===== src/rtl/spi_slave_to_wb_pkg.sv =====
// spi_slave_to_wb shared types.
// Frame/WB state encodings and bus request bundle.
package spi_wb_pkg;

  typedef enum logic [2:0] {
    IDLE,
    CMD,
    WR_DATA,
    RD_DUMMY,
    RD_DATA
  } frame_state_e;

  typedef enum logic {
    WB_IDLE,
    WB_REQ
  } wb_state_e;

  localparam int         CMD_WRITE_BIT = 7;
  localparam logic [7:0] FILL_BYTE     = 8'hFF;

  typedef struct packed {
    logic       we;
    logic [1:0] adr;
    logic [7:0] dat;
  } wb_req_t;

endpackage


===== src/rtl/spi_slave_to_wb_if.sv =====
// 8-bit Wishbone register bus between the
// SPI bridge (master) and the local register map (slave).
interface spi_slave_to_wb_if;

  logic [1:0] wb_adr_o;
  logic [7:0] wb_dat_o;
  logic [7:0] wb_dat_i;
  logic       wb_we_o;
  logic       wb_cyc_o;
  logic       wb_stb_o;
  logic       wb_ack_i;

  modport master (
    output wb_adr_o,
    output wb_dat_o,
    output wb_we_o,
    output wb_cyc_o,
    output wb_stb_o,
    input  wb_dat_i,
    input  wb_ack_i
  );

  modport slave (
    input  wb_adr_o,
    input  wb_dat_o,
    input  wb_we_o,
    input  wb_cyc_o,
    input  wb_stb_o,
    output wb_dat_i,
    output wb_ack_i
  );

endinterface


===== src/rtl/spi_slave_to_wb_shift.sv =====
// SPI mode-0 front end: pin synchronisers, edge
// detect, bit counter and RX/TX shift registers.
module spi_slave_shift #(
  parameter int SYNC_STAGES = 2
) (
  input  logic       clk_i,
  input  logic       rst_i,
  input  logic       sck_i,
  input  logic       cs_ni,
  input  logic       mosi_i,
  input  logic       tx_load,
  input  logic [7:0] tx_data,
  output logic       miso_o,
  output logic       cs_active,
  output logic       cs_fall,
  output logic       cs_rise,
  output logic       byte_done,
  output logic [7:0] rx_byte
);

  logic [SYNC_STAGES-1:0] sck_sync;
  logic [SYNC_STAGES-1:0] cs_sync;
  logic [SYNC_STAGES-1:0] mosi_sync;
  logic                   sck_s, cs_s, mosi_s;
  logic                   sck_q, cs_q;
  logic                   sck_rise, sck_fall;
  logic [2:0]             bit_cnt;
  logic [7:0]             rx_sh;
  logic [7:0]             tx_sh;

  // chip select idles high so a held reset never
  // looks like a selected frame
  always_ff @(posedge clk_i) begin
    if (!rst_i) begin
      sck_sync  <= '0;
      cs_sync   <= '1;
      mosi_sync <= '0;
      sck_q     <= 1'b0;
      cs_q      <= 1'b1;
    end else begin
      sck_sync  <= {sck_sync[SYNC_STAGES-2:0], sck_i};
      cs_sync   <= {cs_sync[SYNC_STAGES-2:0], cs_ni};
      mosi_sync <= {mosi_sync[SYNC_STAGES-2:0], mosi_i};
      sck_q     <= sck_s;
      cs_q      <= cs_s;
    end
  end

  assign sck_s    = sck_sync[SYNC_STAGES-1];
  assign cs_s     = cs_sync[SYNC_STAGES-1];
  assign mosi_s   = mosi_sync[SYNC_STAGES-1];
  assign sck_rise = sck_s & ~sck_q;
  assign sck_fall = ~sck_s & sck_q;
  assign cs_fall  = ~cs_s & cs_q;
  assign cs_rise  = cs_s & ~cs_q;
  assign cs_active = ~cs_s;

  always_ff @(posedge clk_i) begin
    if (!rst_i) begin
      bit_cnt   <= '0;
      rx_sh     <= '0;
      rx_byte   <= '0;
      byte_done <= 1'b0;
    end else begin
      byte_done <= 1'b0;
      if (cs_s) begin
        bit_cnt <= '0;
        rx_sh   <= '0;
      end else if (sck_rise) begin
        bit_cnt <= bit_cnt + 3'd1;
        rx_sh   <= {rx_sh[6:0], mosi_s};
        if (bit_cnt == 3'd7) begin
          byte_done <= 1'b1;
          rx_byte   <= {rx_sh[6:0], mosi_s};
        end
      end
    end
  end

  // the fall that closes a byte (count back at 0)
  // must not shift out the freshly loaded MSB
  always_ff @(posedge clk_i) begin
    if (!rst_i) begin
      tx_sh <= '0;
    end else if (tx_load) begin
      tx_sh <= tx_data;
    end else if (sck_fall && !cs_s && bit_cnt != 3'd0) begin
      tx_sh <= {tx_sh[6:0], 1'b0};
    end
  end

  assign miso_o = tx_sh[7];

endmodule


===== src/rtl/spi_slave_to_wb.sv =====
// SPI mode-0 slave decoding byte commands into
// 8-bit Wishbone master cycles.
module spi_slave_to_wb
  import spi_wb_pkg::*;
#(
  parameter int TIMEOUT     = 64,
  parameter int SYNC_STAGES = 2
) (
  input  logic clk_i,
  input  logic rst_i,
  input  logic sck_i,
  input  logic cs_ni,
  input  logic mosi_i,
  output logic miso_o,
  output logic miso_oe,
  output logic busy_o,
  output logic err_o,
  spi_slave_to_wb_if.master wb
);

  localparam int TW = $clog2(TIMEOUT + 1);

  logic         cs_active, cs_fall, cs_rise;
  logic         byte_done, tx_load;
  logic [7:0]   rx_byte, tx_data;
  frame_state_e state_q, state_d;
  wb_state_e    wb_state_q, wb_state_d;
  logic [1:0]   addr_q, addr_d;
  logic         issue, err_clr, err_q;
  logic         tmo_hit, overrun;
  wb_req_t      issue_req, req_q;
  logic [7:0]   fetched_q;
  logic [TW-1:0] tmo_q;

  spi_slave_shift #(
    .SYNC_STAGES(SYNC_STAGES)
  ) u_shift (
    .clk_i    (clk_i),
    .rst_i    (rst_i),
    .sck_i    (sck_i),
    .cs_ni    (cs_ni),
    .mosi_i   (mosi_i),
    .tx_load  (tx_load),
    .tx_data  (tx_data),
    .miso_o   (miso_o),
    .cs_active(cs_active),
    .cs_fall  (cs_fall),
    .cs_rise  (cs_rise),
    .byte_done(byte_done),
    .rx_byte  (rx_byte)
  );

  always_ff @(posedge clk_i) begin
    if (!rst_i) begin
      state_q <= IDLE;
      addr_q  <= '0;
    end else begin
      state_q <= state_d;
      addr_q  <= addr_d;
    end
  end

  // a byte completing alongside CS rise is still
  // issued; the CS rise only redirects the state
  always_comb begin
    state_d = state_q;
    unique case (state_q)
      IDLE:     if (cs_fall) state_d = CMD;
      CMD:      if (byte_done)
                  state_d = rx_byte[CMD_WRITE_BIT] ?
                            WR_DATA : RD_DUMMY;
      WR_DATA:  state_d = WR_DATA;
      RD_DUMMY: if (byte_done) state_d = RD_DATA;
      RD_DATA:  state_d = RD_DATA;
      default:  state_d = IDLE;
    endcase
    if (cs_rise) state_d = IDLE;
  end

  always_comb begin
    issue     = 1'b0;
    issue_req = '0;
    tx_load   = 1'b0;
    tx_data   = 8'h00;
    addr_d    = addr_q;
    err_clr   = 1'b0;
    unique case (state_q)
      IDLE: begin
        if (cs_fall) begin
          tx_load = 1'b1;
          err_clr = 1'b1;
        end
      end
      CMD: begin
        if (byte_done) begin
          addr_d = rx_byte[1:0];
          if (!rx_byte[CMD_WRITE_BIT]) begin
            issue     = 1'b1;
            issue_req = '{we: 1'b0, adr: rx_byte[1:0],
                          dat: 8'h00};
          end
        end
      end
      WR_DATA: begin
        if (byte_done) begin
          issue     = 1'b1;
          issue_req = '{we: 1'b1, adr: addr_q,
                        dat: rx_byte};
          addr_d    = addr_q + 2'd1;
        end
      end
      RD_DUMMY, RD_DATA: begin
        if (byte_done) begin
          tx_load   = 1'b1;
          tx_data   = fetched_q;
          addr_d    = addr_q + 2'd1;
          issue     = 1'b1;
          issue_req = '{we: 1'b0, adr: addr_q + 2'd1,
                        dat: 8'h00};
        end
      end
      default: ;
    endcase
  end

  assign tmo_hit = (wb_state_q == WB_REQ) && !wb.wb_ack_i &&
                   (tmo_q == TW'(TIMEOUT - 1));
  assign overrun = issue && (wb_state_q == WB_REQ);

  always_ff @(posedge clk_i) begin
    if (!rst_i) wb_state_q <= WB_IDLE;
    else        wb_state_q <= wb_state_d;
  end

  always_comb begin
    wb_state_d = wb_state_q;
    unique case (wb_state_q)
      WB_IDLE: if (issue) wb_state_d = WB_REQ;
      WB_REQ:  if (wb.wb_ack_i || tmo_hit)
                 wb_state_d = WB_IDLE;
      default: wb_state_d = WB_IDLE;
    endcase
  end

  always_comb begin
    wb.wb_cyc_o = (wb_state_q == WB_REQ);
    wb.wb_stb_o = (wb_state_q == WB_REQ);
    wb.wb_we_o  = req_q.we;
    wb.wb_adr_o = req_q.adr;
    wb.wb_dat_o = req_q.dat;
  end

  always_ff @(posedge clk_i) begin
    if (!rst_i) begin
      req_q     <= '0;
      tmo_q     <= '0;
      fetched_q <= '0;
    end else begin
      if (wb_state_q == WB_IDLE && issue) begin
        req_q <= issue_req;
        tmo_q <= '0;
      end else if (wb_state_q == WB_REQ) begin
        tmo_q <= tmo_q + TW'(1);
      end
      if (wb_state_q == WB_REQ && wb.wb_ack_i && !req_q.we)
        fetched_q <= wb.wb_dat_i;
      else if (tmo_hit)
        fetched_q <= FILL_BYTE;
    end
  end

  always_ff @(posedge clk_i) begin
    if (!rst_i)                  err_q <= 1'b0;
    else if (err_clr)            err_q <= 1'b0;
    else if (tmo_hit || overrun) err_q <= 1'b1;
  end

  assign err_o   = err_q;
  assign miso_oe = cs_active;
  assign busy_o  = (state_q != IDLE) || (wb_state_q == WB_REQ);

endmodule


===== src/flat_wrapper.sv =====
// flat-port wrapper written by rule: the top's interface ports become plain ports
module spi_slave_to_wb_flat import spi_wb_pkg::*;
#(
  parameter int TIMEOUT     = 64,
  parameter int SYNC_STAGES = 2
)
  (clk_i, rst_i, sck_i, cs_ni, mosi_i, miso_o, miso_oe, busy_o, err_o, wb_wb_adr_o, wb_wb_dat_o, wb_wb_we_o, wb_wb_cyc_o, wb_wb_stb_o, wb_wb_dat_i, wb_wb_ack_i);
  spi_slave_to_wb_if wb_i ();
  input  logic clk_i;
  input  logic rst_i;
  input  logic sck_i;
  input  logic cs_ni;
  input  logic mosi_i;
  output logic miso_o;
  output logic miso_oe;
  output logic busy_o;
  output logic err_o;
  output wire logic [$bits(wb_i.wb_adr_o)-1:0] wb_wb_adr_o;
  output wire logic [$bits(wb_i.wb_dat_o)-1:0] wb_wb_dat_o;
  output wire logic [$bits(wb_i.wb_we_o)-1:0] wb_wb_we_o;
  output wire logic [$bits(wb_i.wb_cyc_o)-1:0] wb_wb_cyc_o;
  output wire logic [$bits(wb_i.wb_stb_o)-1:0] wb_wb_stb_o;
  input wire logic [$bits(wb_i.wb_dat_i)-1:0] wb_wb_dat_i;
  input wire logic [$bits(wb_i.wb_ack_i)-1:0] wb_wb_ack_i;
  assign wb_wb_adr_o = wb_i.wb_adr_o;
  assign wb_wb_dat_o = wb_i.wb_dat_o;
  assign wb_wb_we_o = wb_i.wb_we_o;
  assign wb_wb_cyc_o = wb_i.wb_cyc_o;
  assign wb_wb_stb_o = wb_i.wb_stb_o;
  assign wb_i.wb_dat_i = wb_wb_dat_i;
  assign wb_i.wb_ack_i = wb_wb_ack_i;
  spi_slave_to_wb #(.TIMEOUT(TIMEOUT), .SYNC_STAGES(SYNC_STAGES)) u_core (.clk_i(clk_i), .rst_i(rst_i), .sck_i(sck_i), .cs_ni(cs_ni), .mosi_i(mosi_i), .miso_o(miso_o), .miso_oe(miso_oe), .busy_o(busy_o), .err_o(err_o), .wb(wb_i));
endmodule

===== config.mk =====
export PLATFORM = sky130hd
export DESIGN_NAME = spi_slave_to_wb_flat
export DESIGN_NICKNAME = d
export VERILOG_FILES = /design/src/rtl/spi_slave_to_wb_pkg.sv /design/src/rtl/spi_slave_to_wb_if.sv /design/src/rtl/spi_slave_to_wb_shift.sv /design/src/rtl/spi_slave_to_wb.sv /design/src/flat_wrapper.sv
export SDC_FILE = /design/constraint.sdc
export NUM_CORES = 1
export LEC_CHECK = 0
export BUFFER_PORTS_ARGS = -buffer_cell sky130_fd_sc_hd__buf_2
export CAP_MARGIN = 10
export CORE_MARGIN = 1.5
export CORE_UTILIZATION = 50
export DETAILED_ROUTE_END_ITERATION = 6
export MAX_ROUTING_LAYER = met4
export PLACE_DENSITY = 0.67
export SYNTH_ARGS = -nofsm -noshare
export SYNTH_HDL_FRONTEND = slang
export SYNTH_SLANG_ARGS = --single-unit

===== constraint.sdc =====
create_clock -name clk_i -period 4.9 [get_ports clk_i]
set_clock_uncertainty 0.1 [all_clocks]
set_input_delay 1.225 -clock clk_i [delete_from_list [all_inputs] [get_ports clk_i]]
set_output_delay 1.225 -clock clk_i [all_outputs]
set_load 0.05 [all_outputs]

==> impl_results.md, run 1 <==
* Status: finished clean
* Port bufs at 30
* Reg2reg start: u_core.state_q[0]$_SDFFE_PP0P_
* Synth Area per Inst at 8.54 sq um
* Worst R2R Path Depth at 4
* Worst R2R Setup Slack at 2.37 ns
* Fillers at 571
* First-pass GRT wire length at 10.4 mm
* Via/cell ratio at ~5.6
* Top-area cell type share of the netlist area at 44.8%
* Initial antenna violation count at 0
* Post-DP HPWL at 4.26 mm
* Layout cells sized above 1 at 14.5%
* WHS Endpoint: u_core.u_shift.cs_sync[1]$_SDFF_PN1_
* Synth Area in Adders at under 10%
* Synth-to-Final Area Change at 9.71%
* Synth area leader: dfxtp_1
* Final Cycle Share at between 60% and 70%
* TNS Setup at 0 ns
* Fin. max-slew vios at 0
* Die area at between 6000 and 7000 sq um
* Crit Path Class: reg -> out
* Final worst setup slack at about 2 ns
* Syn Std Cell Area at between 3000 and 4000 sq um
* RSZ-0062 raised after global routing: false
* Die height at roughly 80 um
* Critical path required time at 3.58 ns
* Peak VDD IR at 0.204 mV
* Element type at the critical path start: register
* Relative slew slack at 22.3%
* Min-Delay Startpoint: u_core.u_shift.cs_sync[0]$_SDFF_PN1_
* Worst-Skew Late Latency at roughly 0.34 ns
* Final #Nets at roughly 390
* Syn Nets at 374
* Placed cell count at 432
* Synth area leaders: dfxtp_1 45%, a21oi_1 6.4%, nand2_1 5.3%
* Htree depth at 3
* Avg WL per Cell at 14.0 um
* Post_cts resized at 0
* Hold path depth at 1
* Hold Buf Count CTS at 0
* Via count at 2520
* Most common cell in the netlist: dfxtp_1
* Gr ovfl total at 0
* Post-synth EDFFs at 0
* Post-route DRC violation count at 0
* Cell Count, Final, Fillers Out at 447
* Ys flop type: dfxtp_1
* Synth Area in Compound Gates at roughly 22%
* Initial Util at 51.7%
* Worst Path Arrival at 1.62 ns
* Worst path cell trace: nor2_1 > nand2_1 > buf_2
* CTS tree: built
* CP peak stage delay at 0.77 ns
* Syn Inst Count at 356
* Routability cong. at 0.819
* Pin slew with the least headroom to its limit at ~1.1 ns
* Slowest stage cell, crit path: dfxtp_1
* Num ports at 31
* Diodes inserted at 0
* Register bit total from synthesis at a little under 70
* CP Capture Type: primary output
* Post-detailed-route count of antenna-violating nets at 0
* Post-synthesis xor/xnor area fraction at 2.30%
* Async SR Flop Fraction at 0%
* Pwr dens at 309 nW/um^2
* Die Span X at 81.0 um
* Mux cell area share after synthesis at less than 1%
* Rows at 28
* Post-Synth Simple-Gate Area at 22.4%
* Final hold vios at 0
* Max clock buf depth at 2
* Drt pass-1 iters at 4
* Worst slack, placed at 2.16 ns
* Post-DP Area at 3150 sq um
* Final hold slack at 0.307 ns
* Fmax at 0.339 GHz
* Vias in the first global route at roughly 2200
* Max-Cap Viols at 0
* Largest net degree at the start of global routing at 39
* Design area at ~3300 sq um
* Largest family of logic cells by synthesized area: simple AND/OR/NAND/NOR gates
* Critical Path Fanout Max at 20
* Sequential share of the synthesized area at 44.8%
* Clock sinks at 68
* Post-layout util at 56.7%
* Reg-to-Reg End: u_core.u_shift.tx_sh[2]$_SDFFE_PN0P_
* P_leak at 1.26 nW
* Area of the core at 5890 sq um
* Final min period at 2.95 ns
* Initial drt markers at approximately 180
* Yosys cell types at 53
* Hold WC Path Type: reg -> reg
* Setup repair bufs after CTS at 0
* Total CTS buffers at 9
* Pwr Total at 1.03 mW
* Clk Tree Root Cell: clkbuf_8
* Clk pin slew, worst setup/hold paths at 0.07 ns
* Synth warn at 0
* # setup viols final at 0
* Global Route Usage Sum at a little over a fifth
* Final WL at 6.26 mm
* Top cells by count, synth: 68 x dfxtp_1, 43 x nand2_1, 39 x a21oi_1
[layer usage]
layer / global-route usage [%] / routed length (um) / share of wire [%]
met1: 27.8 / 3210 / 51
met2: 32.1 / 2830 / 45
met3: 4.04 / 135 / 2.2
met4: 7.76 / 85 / 1.4
met5: - / 0 / 0
[cell families after synthesis]
kind of cell             after synthesis
multiplexers                           2
adder cells (fa/ha/maj)                4
XOR/XNOR                               8
buffers and inverters                 39
AND/OR/NAND/NOR                      129
flip-flops                            68
AO/OA/AOI/OAI                        106
[worst max-delay path, delay by kind of cell (launching register included)]
kind | cells | cell delay (ns)
buf+inv | 1 | 0.25
flops | 1 | 0.77
simple gates | 2 | 0.26
[flip-flops by register name (all words and copies together), names as in the netlist]
name	count
u_core.u_shift.sck_sync	2
u_core.u_shift.rx_byte	8
u_core.addr_q	2
u_core.u_shift.mosi_sync	2
u_core.u_shift.tx_sh	8
u_core.tmo_q	7
u_core.wb.wb_cyc_o	1
u_core.u_shift.byte_done	1
u_core.state_q	3
u_core.u_shift.rx_sh	7
u_core.wb.wb_we_o	1
u_core.u_shift.bit_cnt	3
u_core.wb.wb_adr_o	2
u_core.u_shift.cs_sync	2
u_core.u_shift.sck_q	1
u_core.wb.wb_dat_o	8
u_core.fetched_q	8
u_core.err_o	1
u_core.u_shift.cs_q	1
[worst max path at each step]
stage                                              start                               end  slack, ns
final                     u_core.state_q[0]$_SDFFE_PP0P_                            busy_o       1.95
after global routing      u_core.state_q[0]$_SDFFE_PP0P_                            busy_o       1.87
after CTS                 u_core.state_q[0]$_SDFFE_PP0P_                            busy_o       1.98
after detailed placement                     wb_wb_ack_i  u_core.fetched_q[1]$_SDFFE_PN0P_       2.16
after global placement                       wb_wb_ack_i  u_core.fetched_q[7]$_SDFFE_PN0P_       2.18
after floorplan            u_core.wb.wb_cyc_o$_SDFF_PN0_                            busy_o       2.15
[layout by cell type, fill, tap and decap left out, types with 2 or more instances in the layout]
master    instances
dfxtp_1          68
xnor2_1           4
o31ai_1           9
nor4b_1           2
nand4_1           2
nand3_1          13
clkbuf_8         13
o21a_1            3
mux2i_1           2
nor2_1           18
buf_4             2
a21oi_1          39
nand2_1          43
nand2b_1          8
inv_1             7
buf_2            30
nor4_2            2
a211oi_1          3
nor2b_1           3
nor3_1           11
a31oi_1           2
o211a_1           8
nand3b_1          8
o211ai_1          8
xor2_1            4
o21ai_0          23
nor4_1            2
and2_1            6
ha_1              4
[power by group]
part | total, mW | switching [mW] | leakage, nW | internal (mW)
logic | 0.0357 | 0.0229 | 0.616 | 0.0129
registers | 0.564 | 0.00531 | 0.550 | 0.559
clock network | 0.431 | 0.195 | 0.0986 | 0.236
[cell type report]
| class | count | area [sq um] | share of cell area [%] |
|---|---|---|---|
| tap | 75 | 93.8 | 2.81 |
| clock inverter | 1 | 5.00 | 0.150 |
| inverter | 8 | 30.0 | 0.900 |
| timing repair buffer | 32 | 165 | 4.95 |
| sequential | 68 | 1360 | 40.8 |
| multi-input combinational | 249 | 1500 | 44.9 |
| clock buffer | 14 | 183 | 5.47 |
No activity file was read; power rests on OpenSTA's default activity.
==> run 2: changes to the inputs <==
Settings changed: ABC_AREA from default to 1.
Clock period 4.9 ns to 2.75 ns, I/O delays scaled along.
==> run 2 against run 1 <==
Compared with the run above:
- cell area grew 0.97%
- final cell count up 14%
- worst hold slack improved by 0.0050 ns
- register-to-register slack got worse by 1.4 ns
- routed wire length fell by 11%
- sequential share of layout area fell by 0.39 points
- worst setup slack lost 1.4 ns
- largest cell class unchanged
- highest routed layer unchanged
==> impl_results.md, run 2 <==
* Cell Count, Final, Fillers Out at 509
* Pin slew with the least headroom to its limit at approximately 0.59 ns
* Pwr dens at between 600 and 700 nW/um^2
* Sw power at 0.552 mW
* Die height at 80.6 um
* Area of the multi-input gates at between 1000 and 1500 sq um
* Syn Inst Count at 400
* Largest net degree at the start of global routing at 36
* TNS Setup at 0 ns
* Clk Tree Root Cell: clkbuf_8
* Final #Nets at 448
* Post-synth EDFFs at 0
* Peak VDD IR at 0.317 mV
* Worst-Skew Late Latency at 0.34 ns
* Hold WC Path Type: reg -> reg
* Ys flop type: dfxtp_1
* CTS tree: built
* Rows at 28
* Die area at 6490 sq um
* Final Cycle Share at between 80% and 90%
* Fin. max-slew vios at 0
* Worst slack, placed at roughly 0.81 ns
* Fillers at 557
* Clk network pwr share at 37.8%
* Die Span X at between 80 and 90 um
* Relative slew slack at 60.4%
* Pint at 1.53 mW
* Most frequent cells in the layout: 83 x nand2_1, 68 x dfxtp_1, 62 x nor2_1, 48 x inv_1, 30 x buf_2
* Max clock buf depth at 2
* Buf/Inv on CP at 2
* Layout cells sized above 1 at between 10% and 20%
* Most common cell after layout, fill and taps aside: nand2_1
* Hold Buf Count CTS at 0
* Initial antenna violation count at 0
* Top-area cell type share of the netlist area at 45.2%
* Seq pwr share at 49.4%
* Worst Path Arrival at 1.45 ns
* Sequential share of the synthesized area at 45.2%
* Post-DP HPWL at 3.87 mm
* Top cells by count, synth: 83 x nand2_1, 68 x dfxtp_1, 62 x nor2_1
* GR Util met1 at 24.5%
* Element type at the critical path start: register
* GRT met3 Usage at 4.89%
* Yosys cell types at 31
* RSZ-0062 raised after global routing: false
* Post-detailed-route count of antenna-violating nets at 0
* Initial drt markers at 112
* Final min period at approximately 2.2 ns
* Initial Util at 51.4%
* Num ports at 31
* Post-route DRC violation count at 0
* Worst path top cell family by delay: flip-flops
* Via count at 2488
* Critical path required time at slightly below 2 ns
* Async SR Flop Fraction at 0%
* Fmax at ~0.45 GHz
* Routability cong. at a little over 0.8
* Placed cell count at 494
* Worst path cell trace: inv_1 > nand2_1 > buf_2
* Status: finished clean
* Setup repair bufs after CTS at 0
* Clock sinks at 68
* CP peak stage delay at 0.57 ns
* Synth area leader: dfxtp_1
* M2 GR Usage at 28.8%
* Final hold slack at 0.312 ns
* Global route hottest layer: met2
* Global Route Usage Sum at 19.4%
* Sequential cell area at 1360 sq um
* Total CTS buffers at 9
* CP Capture Type: primary output
* Diodes inserted at 0
* Final worst setup slack at 0.515 ns
* Crit Path Class: reg -> out
* Critical Path Fanout Max at 11
* # setup viols final at 0
* Synth warn at 0
* Synth Area per Inst at 7.52 sq um
* Area of the core at 5850 sq um
* Syn Std Cell Area at 3010 sq um
* Synth area leaders: dfxtp_1 45%, nand2_1 10%, nor2_1 7.7%
* Register bit total from synthesis at 68
* Sw Share at a little over a quarter
* Slowest stage cell, crit path: dfxtp_1
* Final hold vios at 0
* Comb pwr share at between 10 and 15%
* Via/cell ratio at 4.89
* Htree depth at 3
* Most common cell in the netlist: nand2_1
* Drt pass-1 iters at 4
* Syn Nets at 418
* Gr ovfl total at 0
* Final WL at 5.57 mm
* First-pass GRT wire length at about 9.4 mm
* Max-Cap Viols at 0
* P_leak at 1.63 nW
* Post_cts resized at 0
* Avg WL per Cell at between 10 and 15 um
* Vias in the first global route at 2140
* Port bufs at 30
* Clk pin slew, worst setup/hold paths at ~0.06 ns
* Synth-to-Final Area Change at 12.0%
run 2: cell types whose count changed after synthesis, moves of 9 or more:
cell,previous run,this run
a21oi_1,39,17
clkbuf_1,21,3
inv_1,7,48
nand2_1,43,83
nand3_1,13,26
nand3_2,0,11
nand4_1,2,12
nor2_1,18,62
nor3_1,11,0
o31ai_1,9,0
run 2: through the flow:
step                      utilization (%)  total power [mW]  area, sq um
final                                57.6              2.08         3370
after global routing                 57.6              2.18         3370
after CTS                            57.6              2.11         3370
after detailed placement             54.4              1.32         3190
after global placement               54.4              1.31         3190
after floorplan                         -              1.26         3010
run 2: logic make-up (layout without fill, tap and decap cells):
group | after synthesis | after routing | synth area share [%]
AOI/OAI and AO/OA | 47 | 47 | 8.36
xor gates and xnor gates | 6 | 6 | 1.75
adders and majority gates | 4 | 4 | 1.66
buffers and inverters | 66 | 100 | 9.35
DFF | 68 | 68 | 45.2
muxes | 1 | 1 | 0.333
and+or+nand+nor | 208 | 208 | 33.3
run 2: routing by layer:
metal  up-vias  wire (um)  part of all wire (%)
met2        34       2500                    45
met5         -          0                     0
met1      1122       2780                    50
met4         0        106                   1.9
met3         9        182                   3.3
li1       1323          -                     -
run 2: power groups by stage:
| stage | logic [mW] | registers, mW | clock network, mW |
|---|---|---|---|
| 6_report | 0.266 | 1.03 | 0.788 |
| 5_1_grt | 0.299 | 1.03 | 0.853 |
| 4_1_cts | 0.268 | 1.03 | 0.811 |
| 3_5_place_dp | 0.265 | 1.05 | 0 |
| 3_3_place_gp | 0.264 | 1.05 | 0 |
| 2_1_floorplan | 0.212 | 1.05 | 0 |
run 2: final cells by class:
class                      count  share of cell area (%)
timing repair buffer          32                    4.90
clock buffer                  13                    4.42
tap                           75                    2.78
clock inverter                 2                    1.04
multi-input combinational    266                    40.5
inverter                      53                    5.90
sequential                    68                    40.4
run 2: path summary, 6_finish.rpt:
path / from / end / slack (ns) / cells after the start
setup / recovery: u_core.wb.wb_cyc_o$_SDFF_PN0_ / busy_o / 0.52 / 3
hold / removal: u_core.u_shift.sck_sync[0]$_SDFF_PN0_ / u_core.u_shift.sck_sync[1]$_SDFF_PN0_ / 0.31 / 2
setup reg to reg: u_core.wb.wb_cyc_o$_SDFF_PN0_ / u_core.fetched_q[1]$_SDFFE_PN0P_ / 1.01 / 6
hold reg to reg: u_core.u_shift.sck_sync[0]$_SDFF_PN0_ / u_core.u_shift.sck_sync[1]$_SDFF_PN0_ / 0.31 / 2
run 2: worst reg2reg max path: stages, from the launching register on:
cell and delay (ns):
dfxtp_1 0.57, inv_1 0.19, nor2_1 0.12, nand2_1 0.22, nand2_1 0.31, o21ai_0 0.13
inv_1 0.06
==> run 3: changes to the inputs <==
Clock period 2.75 ns to 2.3 ns, I/O delays scaled along.
==> run 3 against run 2 <==
Compared with the run above:
- clock-buffer cell count is the same
- largest cell class unchanged
- non-clock buffer count grew 3
- power grew 16%
- sequential share of layout area shrank 0.090 points
- utilization grew 0.13 points
- highest routed layer unchanged
- critical path depth is the same
- sequential power grew 19%
- via count grew 0.24%
- final cell count grew 0.59%
- worst hold slack is essentially flat
- routed wire length shrank 1.8%
- clock power grew 9.0%
==> impl_results.md, run 3 (synthesis gave the netlist of run 2 again) <==
* Pwr Total at ~2.4 mW
* Largest net degree at the start of global routing at 27
* Status: finished clean
* Post-route DRC violation count at 0
* Fin. max-slew vios at 0
* Design area at about 3400 sq um
* Max clock buf depth at 2
* Hold WC Path Type: reg -> reg
* Element type at the critical path start: register
* Port bufs at 30
* Htree depth at 3
* Post_cts resized at 0
* Hold Buf Count CTS at 0
* Die height at slightly above 80 um
* Total CTS buffers at 9
* Final hold slack at about 0.31 ns
* Die area at between 6000 and 7000 sq um
* Pin slew with the least headroom to its limit at 0.597 ns
* Setup repair bufs after CTS at 0
* Num ports at 31
* Clk Tree Root Cell: clkbuf_8
* Crit Path Class: reg -> out
* Worst Path Arrival at 1.45 ns
* Cell Count, Final, Fillers Out at 512
* Clk pin slew, worst setup/hold paths at roughly 0.07 ns
* Final hold vios at 0
* First-pass GRT wire length at 9.47 mm
* # setup viols final at 0
* Initial Util at 51.4%
* Most common cell after layout, fill and taps aside: nand2_1
* Routability cong. at 0.782
* Critical Path Fanout Max at 11
* Most frequent cells in the layout: 83 x nand2_1, 68 x dfxtp_1, 62 x nor2_1, 48 x inv_1, 30 x buf_2
* Max-Cap Viols at 0
* Rows at 28
* Peak VDD IR at 0.394 mV
* Sw Share at 27.3%
* Sw power at 0.657 mW
* Relative slew slack at 60.0%
* Avg WL per Cell at 10.7 um
* Gr ovfl total at 0
* Post-layout util at 57.7%
* Drt pass-1 iters at 4
* Layout cells sized above 1 at 17.6%
* Via count at 2494
* Diodes inserted at 0
* Final worst setup slack at 0.171 ns
* Initial drt markers at 105
* Final Cycle Share at 92.6%
* Final #Nets at 451
* P_leak at 1.64 nW
* Post-DP HPWL at 3.93 mm
* Area of the core at 5850 sq um
* Worst slack, placed at 0.477 ns
* Critical path required time at roughly 1.6 ns
* Die Span X at 80.6 um
* Worst path cell trace: inv_1 > nand2_1 > buf_2
* CP peak stage delay at 0.56 ns
* Fmax at 0.470 GHz
* Global Route Usage Sum at 19.1%
* CP Capture Type: primary output
* Pwr dens at 712 nW/um^2
* Slowest stage cell, crit path: dfxtp_1
* Comb pwr share at 13.2%
* RSZ-0062 raised after global routing: false
* Via/cell ratio at approximately 4.9
* Placed cell count at 497
* Fillers at 540
* Clock sinks at 68
* Pint at 1.75 mW
* Seq pwr share at about half
* TNS Setup at 0 ns
* CTS tree: built
* Initial antenna violation count at 0
* Final min period at 2.13 ns
* Synth-to-Final Area Change at 12.2%
* Vias in the first global route at 2206
* Worst-Skew Late Latency at 0.34 ns
* Post-DP Area at 3210 sq um
* Final WL at 5.47 mm
* Post-detailed-route count of antenna-violating nets at 0
* Clk network pwr share at a little over a third
-- run 3: cell types whose count changed in the layout (fill, tap and decap cells not counted), sizes merged --
cell	before	now
buf	32	35
bufinv	1	0
clkinv	2	3
-- run 3: power by group through the flow --
stage	combinational (mW)	clock (mW)	sequential, mW
2_1_floorplan	0.253	0	1.26
3_3_place_gp	0.318	0	1.25
3_5_place_dp	0.320	0	1.26
4_1_cts	0.321	0.890	1.23
5_1_grt	0.363	0.932	1.23
6_report	0.317	0.859	1.23
-- run 3: worst paths after layout --
check,startpoint,to,slack [ns],depth (start not counted)
setup / recovery,u_core.wb.wb_cyc_o$_SDFF_PN0_,busy_o,0.17,3
hold / removal,u_core.u_shift.mosi_sync[0]$_SDFF_PN0_,u_core.u_shift.mosi_sync[1]$_SDFF_PN0_,0.31,2
setup reg to reg,u_core.wb.wb_cyc_o$_SDFF_PN0_,u_core.fetched_q[4]$_SDFFE_PN0P_,0.60,6
hold reg to reg,u_core.u_shift.mosi_sync[0]$_SDFF_PN0_,u_core.u_shift.mosi_sync[1]$_SDFF_PN0_,0.31,2
-- run 3: final cells by class --
type / count / area [sq um] / area share, %
Tap cell: 75 / 93.8 / 2.78
Multi-Input combinational cell: 266 / 1370 / 40.5
Sequential cell: 68 / 1360 / 40.3
Inverter: 53 / 199 / 5.89
Clock buffer: 13 / 159 / 4.71
Clock inverter: 2 / 10.0 / 0.296
Timing Repair Buffer: 35 / 188 / 5.56
-- run 3: metal layers --
metal / GRT usage, % / up-vias / routed length, um
met2: 29.0 / 36 / 2420
li1: - / 1331 / -
met1: 24.5 / 1120 / 2770
met4: 6.21 / 0 / 64
met3: 5.57 / 7 / 214
met5: - / - / 0
-- run 3: critical path, delay by kind of cell, from the launching register on --
kind	cells	cell delay, ns
flip-flops	1	0.56
buffers and inverters	2	0.46
AND/OR/NAND/NOR	1	0.11
